File: src/rtl/led_seq_pkg.sv
// Shared encodings for the AHB LED sequencer: mode values, register offsets,
// sequencer states and the mode-to-entry-state mapping.
package led_seq_pkg;

   localparam logic [1:0] MODE_STATIC = 2'd0;
   localparam logic [1:0] MODE_BLINK  = 2'd1;
   localparam logic [1:0] MODE_ROT_L  = 2'd2;
   localparam logic [1:0] MODE_ROT_R  = 2'd3;

   localparam logic [1:0] REG_CTRL    = 2'd0;
   localparam logic [1:0] REG_PATTERN = 2'd1;
   localparam logic [1:0] REG_PERIOD  = 2'd2;
   localparam logic [1:0] REG_STATUS  = 2'd3;

   typedef enum logic [2:0] {
      ST_OFF,
      ST_STATIC,
      ST_BLINK_ON,
      ST_BLINK_OFF,
      ST_ROTATE
   } led_state_t;

   // State the sequencer (re)starts in after any configuration write.
   function automatic led_state_t entry_state(input logic en, input logic [1:0] mode);
      led_state_t st;
      if (!en)
         st = ST_OFF;
      else if (mode == MODE_STATIC)
         st = ST_STATIC;
      else if (mode == MODE_BLINK)
         st = ST_BLINK_ON;
      else
         st = ST_ROTATE;
      return st;
   endfunction

endpackage

File: src/rtl/led_tick_gen.sv
// Step-rate prescaler: one-cycle tick every PERIOD+1 enabled cycles,
// restarted from zero by clr (clr also suppresses a coincident tick).
module led_tick_gen #(
   parameter int PRESC_W = 24
) (
   input  logic               HCLK,
   input  logic               HRESETn,
   input  logic               en,
   input  logic               clr,
   input  logic [PRESC_W-1:0] period,
   output logic               tick
);

   logic [PRESC_W-1:0] cnt;
   logic               at_end;

   assign at_end = (cnt == period);
   assign tick   = en & ~clr & at_end;

   always_ff @(posedge HCLK or negedge HRESETn) begin
      if (!HRESETn)
         cnt <= '0;
      else if (clr)
         cnt <= '0;
      else if (en)
         cnt <= at_end ? '0 : cnt + PRESC_W'(1);
   end

endmodule

File: src/rtl/ahb_led_sequencer.sv
// AHB-Lite LED slave: register file for mode/pattern/period, plus an autonomous
// sequencer that drives static, blink or rotating patterns on the 16 LEDs.
module ahb_led_sequencer
   import led_seq_pkg::*;
#(
   parameter int                 PRESC_W    = 24,
   parameter logic [PRESC_W-1:0] PERIOD_RST = 24'd5000000
) (
   input  logic        HCLK,
   input  logic        HRESETn,
   input  logic        HSEL,
   input  logic        HREADY,
   input  logic [1:0]  HTRANS,
   input  logic        HWRITE,
   input  logic [31:0] HADDR,
   input  logic [31:0] HWDATA,
   output logic [31:0] HRDATA,
   output logic        HREADYOUT,
   output logic        HRESP,
   output logic [15:0] LED_OUT
);

   logic               d_valid, d_write;
   logic [1:0]         d_addr;
   logic               wr_en, reload, tick, tick_en;
   logic [2:0]         ctrl, ctrl_nxt;
   logic [15:0]        pattern, pattern_nxt;
   logic [PRESC_W-1:0] period, period_nxt;
   logic [15:0]        step, led, led_nxt;
   led_state_t         state, state_nxt;
   logic               unused_bus_bits;

   assign HREADYOUT = 1'b1;
   assign HRESP     = 1'b0;
   assign LED_OUT   = led;

   assign unused_bus_bits = ^{HADDR[31:4], HADDR[1:0], HTRANS[0], HWDATA};

   // Address phase is sampled only when the bus advances.
   always_ff @(posedge HCLK or negedge HRESETn) begin
      if (!HRESETn) begin
         d_valid <= 1'b0;
         d_write <= 1'b0;
         d_addr  <= 2'd0;
      end else if (HREADY) begin
         d_valid <= HSEL & HTRANS[1];
         d_write <= HWRITE;
         d_addr  <= HADDR[3:2];
      end
   end

   assign wr_en  = d_valid & d_write & HREADY;
   assign reload = wr_en & (d_addr != REG_STATUS);

   // Next register values feed the sequencer directly so the LEDs follow a
   // write in the very next cycle.
   always_comb begin
      ctrl_nxt    = ctrl;
      pattern_nxt = pattern;
      period_nxt  = period;
      if (wr_en) begin
         case (d_addr)
            REG_CTRL:    ctrl_nxt    = HWDATA[2:0];
            REG_PATTERN: pattern_nxt = HWDATA[15:0];
            REG_PERIOD:  period_nxt  = HWDATA[PRESC_W-1:0];
            default:     ;
         endcase
      end
   end

   always_ff @(posedge HCLK or negedge HRESETn) begin
      if (!HRESETn) begin
         ctrl    <= 3'd0;
         pattern <= 16'd0;
         period  <= PERIOD_RST;
      end else begin
         ctrl    <= ctrl_nxt;
         pattern <= pattern_nxt;
         period  <= period_nxt;
      end
   end

   assign tick_en = ctrl[2] & (ctrl[1:0] != MODE_STATIC);

   led_tick_gen #(.PRESC_W(PRESC_W)) u_tick (
      .HCLK    (HCLK),
      .HRESETn (HRESETn),
      .en      (tick_en),
      .clr     (reload),
      .period  (period),
      .tick    (tick)
   );

   always_ff @(posedge HCLK or negedge HRESETn) begin
      if (!HRESETn)
         step <= 16'd0;
      else if (reload)
         step <= 16'd0;
      else if (tick)
         step <= step + 16'd1;
   end

   always_ff @(posedge HCLK or negedge HRESETn) begin
      if (!HRESETn) begin
         state <= ST_OFF;
         led   <= 16'd0;
      end else begin
         state <= state_nxt;
         led   <= led_nxt;
      end
   end

   // A configuration write takes priority over a tick landing in the same cycle.
   always_comb begin
      state_nxt = state;
      led_nxt   = led;
      if (reload) begin
         state_nxt = entry_state(ctrl_nxt[2], ctrl_nxt[1:0]);
         led_nxt   = (state_nxt == ST_OFF) ? 16'd0 : pattern_nxt;
      end else if (tick) begin
         case (state)
            ST_BLINK_ON: begin
               state_nxt = ST_BLINK_OFF;
               led_nxt   = 16'd0;
            end
            ST_BLINK_OFF: begin
               state_nxt = ST_BLINK_ON;
               led_nxt   = pattern;
            end
            ST_ROTATE: begin
               if (ctrl[1:0] == MODE_ROT_R)
                  led_nxt = {led[0], led[15:1]};
               else
                  led_nxt = {led[14:0], led[15]};
            end
            default: ;
         endcase
      end
   end

   always_comb begin
      HRDATA = 32'd0;
      if (d_valid && !d_write) begin
         case (d_addr)
            REG_CTRL:    HRDATA = {29'd0, ctrl};
            REG_PATTERN: HRDATA = {16'd0, pattern};
            REG_PERIOD:  HRDATA = 32'(period);
            default:     HRDATA = {step, led};
         endcase
      end
   end

endmodule
File: config.mk
export PLATFORM = sky130hd
export DESIGN_NAME = ahb_led_sequencer
export DESIGN_NICKNAME = d
export VERILOG_FILES = /design/src/rtl/led_seq_pkg.sv /design/src/rtl/led_tick_gen.sv /design/src/rtl/ahb_led_sequencer.sv
export SDC_FILE = /design/constraint.sdc
export NUM_CORES = 1
export LEC_CHECK = 0
export CORE_MARGIN = 2
export CORE_UTILIZATION = 47
export DETAILED_ROUTE_END_ITERATION = 10
export PLACE_DENSITY = 0.86
export SYNTH_ARGS = -nofsm -noshare
export SYNTH_HDL_FRONTEND = slang
export SYNTH_SLANG_ARGS = --single-unit
File: constraint.sdc
create_clock -name HCLK -period 4.3 [get_ports HCLK]
set_input_delay 0.645 -clock HCLK [delete_from_list [all_inputs] [get_ports HCLK]]
set_output_delay 0.645 -clock HCLK [all_outputs]
set_load 0.05 [all_outputs]
==> results of run 1 <==
[power breakdown]
| part | total [mW] | switching (mW) | internal [mW] | leakage [nW] |
|---|---|---|---|---|
| logic | 1.10 | 0.639 | 0.457 | 1.82 |
| clock network | 0.834 | 0.368 | 0.466 | 0.149 |
| registers | 1.53 | 0.294 | 1.23 | 1.32 |
| total | 3.46 | 1.30 | 2.15 | 3.29 |
[layout make-up]
| cell class | count | area share (%) |
|---|---|---|
| clock buffer | 11 | 3.294 |
| clock inverter | 5 | 0.7302 |
| inverter | 23 | 1.172 |
| multi-input combinational | 475 | 44.03 |
| sequential | 106 | 36.14 |
| tap | 172 | 2.921 |
| timing repair buffer | 89 | 11.72 |
[cell families (layout without fill, tap and decap cells)]
logic type,Yosys count,in the layout,synth area share [%]
AOI/OAI and AO/OA,122,122,13.42
xor gates and xnor gates,46,46,6.535
adders and majority gates,2,2,0.4059
buffers and inverters,63,128,4.445
DFF,106,106,43.19
muxes,71,71,12.97
other,2,2,0.1218
and+or+nand+nor,232,232,18.92
[worst reg2reg max path, delay by kind of cell, from the launching register on]
kind | cells | cell delay [ps]
flip-flops | 1 | 440
AO/OA/AOI/OAI | 1 | 190
XOR/XNOR | 1 | 190
AND/OR/NAND/NOR | 4 | 1980
[stage by stage]
stage | setup slack, ps | std cells | total power, mW | hold slack [ps] | cell area [um2]
floorplan | 1656 | 644 | 2.213 | 349.4 | 6165
detailed placement | 1088 | 865 | 2.610 | 522.3 | 7072
CTS | 757.8 | 881 | 3.456 | 485.5 | 7368
global placement | 1084 | 865 | 2.561 | 490.0 | 7072
global route | 594.9 | 881 | 3.613 | 536.8 | 7368
finish | 728.8 | 881 | 3.456 | 443.8 | 7368
[state kept, by name (all words and copies together) (netlist names)]
register / flops
LED_OUT: 16
ctrl: 3
d_addr: 2
d_valid: 1
d_write: 1
pattern: 16
period: 24
state: 3
step: 16
u_tick.cnt: 24
[per-layer routing]
metal	vias to the layer above	wire, um
li1	2414	-
met2	299	8130
met5	-	0
met1	2654	6843
met3	33	1398
met4	0	370
[path summary, 6_finish.rpt]
| check | startpoint | end | slack, ps | depth (start not counted) |
|---|---|---|---|---|
| max | d_write | HRDATA[20] | 730 | 4 |
| min | HRESETn | d_addr[0] | 440 | 1 |
| max reg2reg | u_tick.cnt[17] | u_tick.cnt[9] | 1370 | 6 |
| min reg2reg | d_write | d_write | 530 | 1 |
| max in group asynchronous | HRESETn | ctrl[0] | 2880 | 2 |
| min in group HCLK | d_write | d_write | 530 | 1 |
[cell usage in the layout, fill, tap and decap left out, types with 3 or more instances in the layout]
cell type and instances:
sky130_fd_sc_hd__dfrtp_1 98, sky130_fd_sc_hd__or4_1 3, sky130_fd_sc_hd__nand4_1 14, sky130_fd_sc_hd__nand2_1 69
sky130_fd_sc_hd__mux2_2 41, sky130_fd_sc_hd__nor3_1 5, sky130_fd_sc_hd__a21o_1 5, sky130_fd_sc_hd__a22oi_1 13
sky130_fd_sc_hd__and2_1 4, sky130_fd_sc_hd__clkbuf_16 9, sky130_fd_sc_hd__xor2_1 35, sky130_fd_sc_hd__nor4_1 8
sky130_fd_sc_hd__nand2b_1 8, sky130_fd_sc_hd__clkdlybuf4s50_1 78, sky130_fd_sc_hd__xnor2_1 11, sky130_fd_sc_hd__o21ai_0 8
sky130_fd_sc_hd__buf_4 11, sky130_fd_sc_hd__o221ai_1 16, sky130_fd_sc_hd__or2_2 3, sky130_fd_sc_hd__dfstp_2 8
sky130_fd_sc_hd__o211ai_1 3, sky130_fd_sc_hd__o21a_1 17, sky130_fd_sc_hd__a21oi_1 40, sky130_fd_sc_hd__inv_1 23
sky130_fd_sc_hd__clkinv_2 3, sky130_fd_sc_hd__nor2_1 61, sky130_fd_sc_hd__or3_1 5, sky130_fd_sc_hd__o311ai_0 4
sky130_fd_sc_hd__mux4_2 3, sky130_fd_sc_hd__o41ai_1 4, sky130_fd_sc_hd__and3_1 13, sky130_fd_sc_hd__a211o_1 3
sky130_fd_sc_hd__nor4_2 6, sky130_fd_sc_hd__nand3_1 19, sky130_fd_sc_hd__nor2b_1 5, sky130_fd_sc_hd__mux2i_1 27
==> results.env, run 1 <==
RESULT_OF_THE_RUN='complete, no violations'
COUNT_OF_STANDARD_CELL_ROWS=41
WORST-ENDPOINT-ARRIVAL_PS=2930
HTREE_LEVELS=3
CTS_SINKS=106
SYNTH.AVG_CELL_AREA_UM2=9.572
DESIGN.DIE.AREA_UM2=14050
DIE_WIDTH_UM=118.5
TIGHTESTPINTRANSITION_PS=993.8
NFILLCELLS=1096
YOSYSMOSTFREQUENTCELL='sky130_fd_sc_hd__dfrtp_1'
POST-SYNTH-TOP-AREA-CELL='sky130_fd_sc_hd__dfrtp_1'
REMAINING_DRC_ERRORS=0
SETUP_TNS_PS=0
SYN_INST=644
SYN_TO_FINAL_GROWTH_PCT=19.53
CLK_TRANSITION_REPORTED_PATHS_PS=60
SHARE_OF_FINAL_LAYOUT_STANDARD_CELLS_STRONGER_THAN_DRIVE_STRENGTH_1_PCT=13.12
VIAS_PER_CELL=6.129
GROUTE.USAGE.OVERALL_PCT=24.07
YOSYSSEQAREASHARE_PCT=43.19
SYNTH-EDFF-COUNT=0
FINAL-SEQ-AREA_UM2=2663
CLOCK-SKEW-FINAL_PS=7.606
GR-USAGE-MET3_PCT=5.502
TIMING.MAX_SLEW.REL_SLACK_PCT=33.59
CTS_TREE='yes'
FINAL-MAX-SLEW-VIOLATION-COUNT=0
CP.BUFFERS_INVERTERS=1
POSTCTSRESIZEDCELLS=0
YS_SEQ_ELEMENTS=106
ASYNC_RESET_FF_SHARE_PCT=100.0
TIMING.MAX_CAP.VIOLATIONS=0
VIA_COUNT_OF_THE_FIRST_GLOBAL_ROUTING_PASS=5334
P_LEAK_nW=3.286
TOP_LEVEL_PORTS=121
VDD.IR_DROP.WORST_mV=0.3789
ROOT_BUFFER='sky130_fd_sc_hd__clkbuf_16'
DR.PASS1.ITERS=5
MAPPEDNETLISTAREA_UM2=6165
FINISH.UTILIZATION_PCT=57.92
DR.FIRST_ITER.DRC_COUNT=650
HPWLAFTERDP_UM=11420
MULTI_INPUT_AREA_UM2=3244
HOLD_CLASS='in2async'
CRIT_PATH_TOP_DELAY_CELL='sky130_fd_sc_hd__clkdlybuf4s50_1'
GRT_REMAINING_OVERFLOW=0
POWER.DENSITY_nW_PER_UM2=469.0
SYNTH.AREA.TOP_CELLS='sky130_fd_sc_hd__dfrtp_1 (40%), sky130_fd_sc_hd__mux2_2 (7.5%), sky130_fd_sc_hd__xor2_1 (5.0%)'
DETAILROUTE.VIA_COUNT=5400
CP-END-KIND='output pin'
ANTENNA_FOUND_INITIAL=0
CLK_PATH_BUF_DEPTH=2
CLOCK.FMAX_MHz=280.0
CRIT_REQUIRED_PS=3650
YOSYSUNIQUECELLTYPES=52
CRIT_CHAIN='nand2b_1 > or2_2 > nor2_1 > clkdlybuf4s50_1'
UNREPAIRED_SETUP_ENDPOINTS_AFTER_GLOBAL_ROUTING='false'
FP.DIEH_UM=118.5
INSERTION_DELAY_OF_THE_LATER_CLOCKED_PIN_IN_THE_WORST_SKEW_PAIR_PS=360
ANTENNA_LEFT=0
CTS_HOLD_REPAIR.BUFFERS=0
FINALNETCOUNT=777
MAXIMUM_SINGLE_STAGE_DELAY_ON_THE_CRITICAL_PATH_PS=820
CLOCK_BUFFER_COUNT_FROM_CTS=9
GRT_MOST_USED_LAYER='met2'
INSERTEDDIODECOUNT=0
CTS_SETUP_BUFFERS=0
TIMING.SETUP.CRITICAL_PATH_CLASS='reg2out'
FINAL.MIN_CLOCK_PERIOD_PS=3571
IO_BUFFERS=79
FP.COREAREA_UM2=12720
GRT_PASS1_WL_UM=27200
MAPPEDNETLISTNETS=717
FINAL_HOLD_VIOLATION_COUNT=0
SYNTH_FLOP_CELL='sky130_fd_sc_hd__dfrtp_1'
FINAL-SETUP-VIOL-COUNT=0
CRIT_FAMILY='simple AND/OR/NAND/NOR gates'
SYNTH.YOSYS.WARNINGS=0
PROPORTION_OF_NETLIST_AREA_HELD_BY_THE_LARGEST_AREA_CONTRIBUTOR_PCT=39.78
FLOORPLAN.INITIALDENSITY_PCT=48.46
TYPE_OF_ELEMENT_LAUNCHING_THE_CRITICAL_PATH='flop'
GRT_USE_MET2_PCT=39.30
CRITICAL_PATH.MAX_FANOUT=18
PIN_COUNT_OF_THE_BIGGEST_NET_ENTERING_GLOBAL_ROUTING=78
YS_TOP_CELLS_BY_COUNT='sky130_fd_sc_hd__dfrtp_1 (98), sky130_fd_sc_hd__nand2_1 (69), sky130_fd_sc_hd__nor2_1 (62)'
POST_DRT_WL_PER_CELL_UM=19.00
GRT_UTIL_MET1_PCT=31.59
PERIOD_SHARE_PCT=83.05
DETAIL_ROUTE.WIRELENGTH_UM=16740
ROUTABILITYCONGESTION=0.8907
Power figures use the tool's default switching activity.
==> run 2, diff against run 1 <==
PLACE_DENSITY = 0.89   (was 0.86)
clock period = 3 ns   (was 4.3 ns; I/O delays follow)
==> results.env, run 2 (synthesis gave the netlist of run 1 again) <==
FINALNETCOUNT=802
RESULT_OF_THE_RUN='complete, no violations'
SHARE_COMB_OF_TOTAL_POWER_PCT=33.4
FF2FF_SETUP_SLACK_PS=160
POST_LAYOUT_TOTAL_POWER_mW=4.991
ANTENNA_LEFT=0
ROOT_BUFFER='sky130_fd_sc_hd__clkbuf_16'
FINAL-MAX-SLEW-VIOLATION-COUNT=0
CTS_HOLD_REPAIR.BUFFERS=0
CTS_SETUP_BUFFERS=0
INSERTION_DELAY_OF_THE_LATER_CLOCKED_PIN_IN_THE_WORST_SKEW_PAIR_PS=360
ANTENNA_FOUND_INITIAL=0
GRT_PASS1_WL_UM=27040
HOLD_CLASS='in2async'
TYPE_OF_ELEMENT_LAUNCHING_THE_CRITICAL_PATH='flop'
TOP_LEVEL_PORTS=121
ROUTABILITYCONGESTION=0.8805
HTREE_LEVELS=3
CLOCK.FMAX_MHz=352.0
SHARE_OF_FINAL_LAYOUT_STANDARD_CELLS_STRONGER_THAN_DRIVE_STRENGTH_1_PCT=20.44
GROUTE.USAGE.OVERALL_PCT=24.09
CLOCK-SKEW-FINAL_PS=10.13
CRITICAL_PATH.MAX_FANOUT=14
FINAL-SETUP-VIOL-COUNT=0
COUNT_OF_STANDARD_CELL_ROWS=41
R2R.WORST_PATH.CELLS=5
FLOORPLAN.INITIALDENSITY_PCT=48.46
CLOCK_BUFFER_COUNT_FROM_CTS=9
DR.PASS1.ITERS=6
FIN_WORST_HOLD_SLACK_PS=151.7
FINAL.MIN_CLOCK_PERIOD_PS=2841
CLK_PATH_BUF_DEPTH=2
FP.DIEH_UM=118.5
IO_BUFFERS=79
PIN_COUNT_OF_THE_BIGGEST_NET_ENTERING_GLOBAL_ROUTING=54
BIGGESTREGSBYFLOPS='period: 24 flops, u_tick.cnt: 24 flops'
MOST-COMMON-LAYOUT-CELLS='sky130_fd_sc_hd__dfrtp_1 (98), sky130_fd_sc_hd__nand2_1 (69), sky130_fd_sc_hd__nor2_1 (61)'
POWER.DENSITY_nW_PER_UM2=642.2
CRIT_REQUIRED_PS=3290
TIMING.MAX_CAP.VIOLATIONS=0
INSERTEDDIODECOUNT=0
REMAINING_DRC_ERRORS=0
DR.FIRST_ITER.DRC_COUNT=555
HPWLAFTERDP_UM=11620
P_SWITCHING_mW=1.917
DETAIL_ROUTE.WIRELENGTH_UM=17120
TIMING.MAX_SLEW.REL_SLACK_PCT=16.23
VIA_COUNT_OF_THE_FIRST_GLOBAL_ROUTING_PASS=5287
CTS_TREE='yes'
SWSHARE_PCT=38.40
UNREPAIRED_SETUP_ENDPOINTS_AFTER_GLOBAL_ROUTING='false'
CTS_SINKS=106
SYN_TO_FINAL_GROWTH_PCT=26.08
POST_DRT_WL_PER_CELL_UM=18.90
FINAL_COMMON_CELL='sky130_fd_sc_hd__dfrtp_1'
P_LEAK_nW=3.527
VIAS_PER_CELL=6.066
WORST-ENDPOINT-ARRIVAL_PS=3130
TIMING.SETUP.CRITICAL_PATH_CLASS='reg2reg'
POSTCTSRESIZEDCELLS=0
FINAL_HOLD_VIOLATION_COUNT=0
POWER.SEQUENTIAL.FRACTION_PCT=43.3
FINISH.UTILIZATION_PCT=61.09
CLK_TRANSITION_REPORTED_PATHS_PS=70
MULTI_INPUT_AREA_UM2=3257
FP.COREAREA_UM2=12720
DIE_WIDTH_UM=118.5
TIGHTESTPINTRANSITION_PS=1249
CLOCK_POWER_SHARE_PCT=23.3
CP-END-KIND='flop'
SETUP_TNS_PS=0
NFILLCELLS=1008
DETAILROUTE.VIA_COUNT=5496
PERIOD_SHARE_PCT=94.69
VDD.IR_DROP.WORST_mV=0.4382
GRT_REMAINING_OVERFLOW=0
FINAL-SEQ-AREA_UM2=2663
DESIGN.DIE.AREA_UM2=14050
INTPOWER_mW=3.074
## run 2: worst max-delay path, cell delays in order (launching register included)
cell and delay (ps):
sky130_fd_sc_hd__dfrtp_1 450, sky130_fd_sc_hd__xor2_1 210, sky130_fd_sc_hd__nor4_2 440, sky130_fd_sc_hd__nand3_1 340
sky130_fd_sc_hd__o31ai_2 1100, sky130_fd_sc_hd__o21a_1 230
## run 2: power groups by stage
stage	Sequential (mW)	Clock, mW	Combinational, mW
3_5_place_dp	2.17	0	1.63
4_1_cts	2.15	1.17	1.66
3_3_place_gp	2.15	0	1.59
6_report	2.16	1.16	1.67
2_1_floorplan	2.32	0	0.853
5_1_grt	2.20	1.23	1.78
## run 2: cell type report
| type | instances | area share [%] |
|---|---|---|
| Tap cell | 172 | 2.769 |
| Clock inverter | 5 | 0.5795 |
| Inverter | 23 | 1.111 |
| Sequential cell | 106 | 34.26 |
| Multi-Input combinational cell | 476 | 41.90 |
| Timing Repair Buffer | 113 | 16.26 |
| Clock buffer | 11 | 3.123 |
## run 2: metal layers
metal | track usage, % | wire length (um) | part of all wire [%] | vias to the layer above
met2 | 38.29 | 8291 | 48 | 303
li1 | - | - | - | 2453
met4 | 10.42 | 616 | 3.6 | 0
met3 | 4.875 | 1448 | 8.5 | 57
met1 | 31.95 | 6763 | 40 | 2683
met5 | 0 | 0 | 0 | -
## run 2: per-stage QoR
stage	cell area (um2)	setup slack (ps)	std cells
2_1_floorplan	6165	550.6	644
3_3_place_gp	7472	191.8	889
3_5_place_dp	7472	141.4	889
4_1_cts	7760	117.7	905
5_1_grt	7772	42.82	906
6_report	7772	159.2	906
## run 2: worst paths after layout
check / start / endpoint
max in group asynchronous: HRESETn / period[19]
hold reg to reg: d_write / d_write
min in group HCLK: d_write / d_write
setup / recovery: u_tick.cnt[14] / LED_OUT[5]
hold / removal: HRESETn / d_valid
setup reg to reg: u_tick.cnt[14] / LED_OUT[5]
==> variant (config.mk and constraints of run 1) <==
Make the reset (`HRESETn`) synchronous in 5 clocked blocks.
--- a/src/rtl/led_tick_gen.sv
+++ b/src/rtl/led_tick_gen.sv
@@ -18,5 +18,5 @@
    assign tick   = en & ~clr & at_end;
 
-   always_ff @(posedge HCLK or negedge HRESETn) begin
+   always_ff @(posedge HCLK) begin
       if (!HRESETn)
          cnt <= '0;
--- a/src/rtl/ahb_led_sequencer.sv
+++ b/src/rtl/ahb_led_sequencer.sv
@@ -38,5 +38,5 @@
 
    // Address phase is sampled only when the bus advances.
-   always_ff @(posedge HCLK or negedge HRESETn) begin
+   always_ff @(posedge HCLK) begin
       if (!HRESETn) begin
          d_valid <= 1'b0;
@@ -69,5 +69,5 @@
    end
 
-   always_ff @(posedge HCLK or negedge HRESETn) begin
+   always_ff @(posedge HCLK) begin
       if (!HRESETn) begin
          ctrl    <= 3'd0;
@@ -92,5 +92,5 @@
    );
 
-   always_ff @(posedge HCLK or negedge HRESETn) begin
+   always_ff @(posedge HCLK) begin
       if (!HRESETn)
          step <= 16'd0;
@@ -101,5 +101,5 @@
    end
 
-   always_ff @(posedge HCLK or negedge HRESETn) begin
+   always_ff @(posedge HCLK) begin
       if (!HRESETn) begin
          state <= ST_OFF;
Check against the original RTL: differs if HRESETn is asserted again (counterexample within 4 cycles, from zero or initial values and one cycle with HRESETn low); with HRESETn held inactive, the same outputs for 4 cycles.
==> variant against run 1 <==
Sequential cell count stayed put; die area decreased by 1.0%; non-clock buffer count grew 5; area after synthesis is 1.0% lower; global-route usage shrank 0.28 points; clock skew grew 0.0015 ns; critical path depth increased by 1; design area decreased by 1.4%; worst setup slack improved by 0.19 ns; routed wire length rose by 0.88%.
Power is not compared: it rests on default switching activity, and its combinational part moved more than twofold at a synthesized area within 25%.
==> variant: results (changes against run 1) <==
first_iter_violations: 730  # +12%
seq_area_frac: 0.2924  # -0.06897
multi_input_comb_cells: 607  # +28%
placed_area_mm2: 0.006964  # -1.5%
final_util: 0.5731  # -0.006049
arrival_ns: 2.74  # -0.19 ns
seq_area_frac_synth: 0.3478  # -0.08408
fin_nets: 899  # +16%
synth_common_cells: "nand2_1 (107), dfxtp_1 (106), nor2_1 (63), o21ai_0 (54), a21boi_0 (53)"
grt_pass1_wl_um: 27430  # +0.84%
syn_nets: 856  # +19%
synth_cell_type_count: 46  # -12%
outcome: "complete, no violations"
met1_usage: 0.3269  # +0.01098
use_met3: 0.03488  # -0.02014
viasPerCell: 5.936  # -3.2%
dp_cells: 987  # +14%
syn_area_per_cell_um2: 7.792  # -19%
synth_area_leaders: "dfxtp_1 (35%), mux2i_1 (7.1%), nand2_1 (6.6%)"
num-nonclk-inverters: 8  # -65%
async_reset_ff_frac: 0  # -1.000
layout-drive-gt1-share: 0.05174  # -0.07943
grt_max_degree: 54  # -31%
place_ws_ns: 1.015  # -0.07320 ns
path_max_fanout: 19  # +1
wl_met2_um: 7790  # -4.2%
grt_pass1_vias: 5425  # +1.7%
post-dp-hpwl_um: 11420  # about the same
met2_usage: 0.3899  # -0.003062
drt-met1-wl_um: 7465  # +9.1%
buffer_area_frac: 0.1237  # +0.006540
wl_met3_um: 1354  # -3.1%
==> variant: changes by cell type after synthesis, sizes merged, moves of 16 or more <==
| cell | before | now |
|---|---|---|
| dfxtp | 0 | 106 |
| dfrtp | 98 | 0 |
| a21boi | 0 | 53 |
| o21ai | 10 | 56 |
| mux2 | 41 | 1 |
| nand2 | 69 | 107 |
| clkbuf | 24 | 47 |
| nand3 | 19 | 41 |
| and3 | 13 | 31 |
| inv | 23 | 7 |
| mux2i | 27 | 43 |
| o221ai | 16 | 0 |
==> variant: cell families after synthesis <==
| logic type | Yosys count | synth area share |
|---|---|---|
| simple gates | 316 | 0.2504 |
| compound gates | 193 | 0.1975 |
| flops | 106 | 0.3478 |
| buf+inv | 70 | 0.04799 |
| xor+xnor | 47 | 0.06747 |
| mux | 47 | 0.08347 |
| fa+ha+maj | 2 | 0.004101 |
| other cells | 2 | 0.001231 |
==> variant: power by group through the flow <==
stage	Sequential (mW)	Combinational, mW	Clock (mW)
6_report	0.990	0.122	0.845
5_1_grt	0.991	0.130	0.887
4_1_cts	0.990	0.120	0.840
3_5_place_dp	1.01	0.119	0
3_3_place_gp	1.01	0.118	0
2_1_floorplan	1.01	0.0726	0
==> variant: critical path: cells and delay by family, from the launching register on <==
kind                   cells  cell delay [ns]
flip-flops                 1             0.64
buffers and inverters      3             1.17
AND/OR/NAND/NOR            2             0.58
==> variant: worst paths after layout <==
| path | from | to | slack, ns | depth (start not counted) |
|---|---|---|---|---|
| worst max-delay path | d_addr[1] | HRDATA[18] | 0.92 | 5 |
| worst min-delay path | step[15] | step[15] | 0.49 | 2 |
| worst max register to register | d_addr[0] | step[14] | 1.82 | 6 |
| worst min register to register | step[15] | step[15] | 0.49 | 2 |
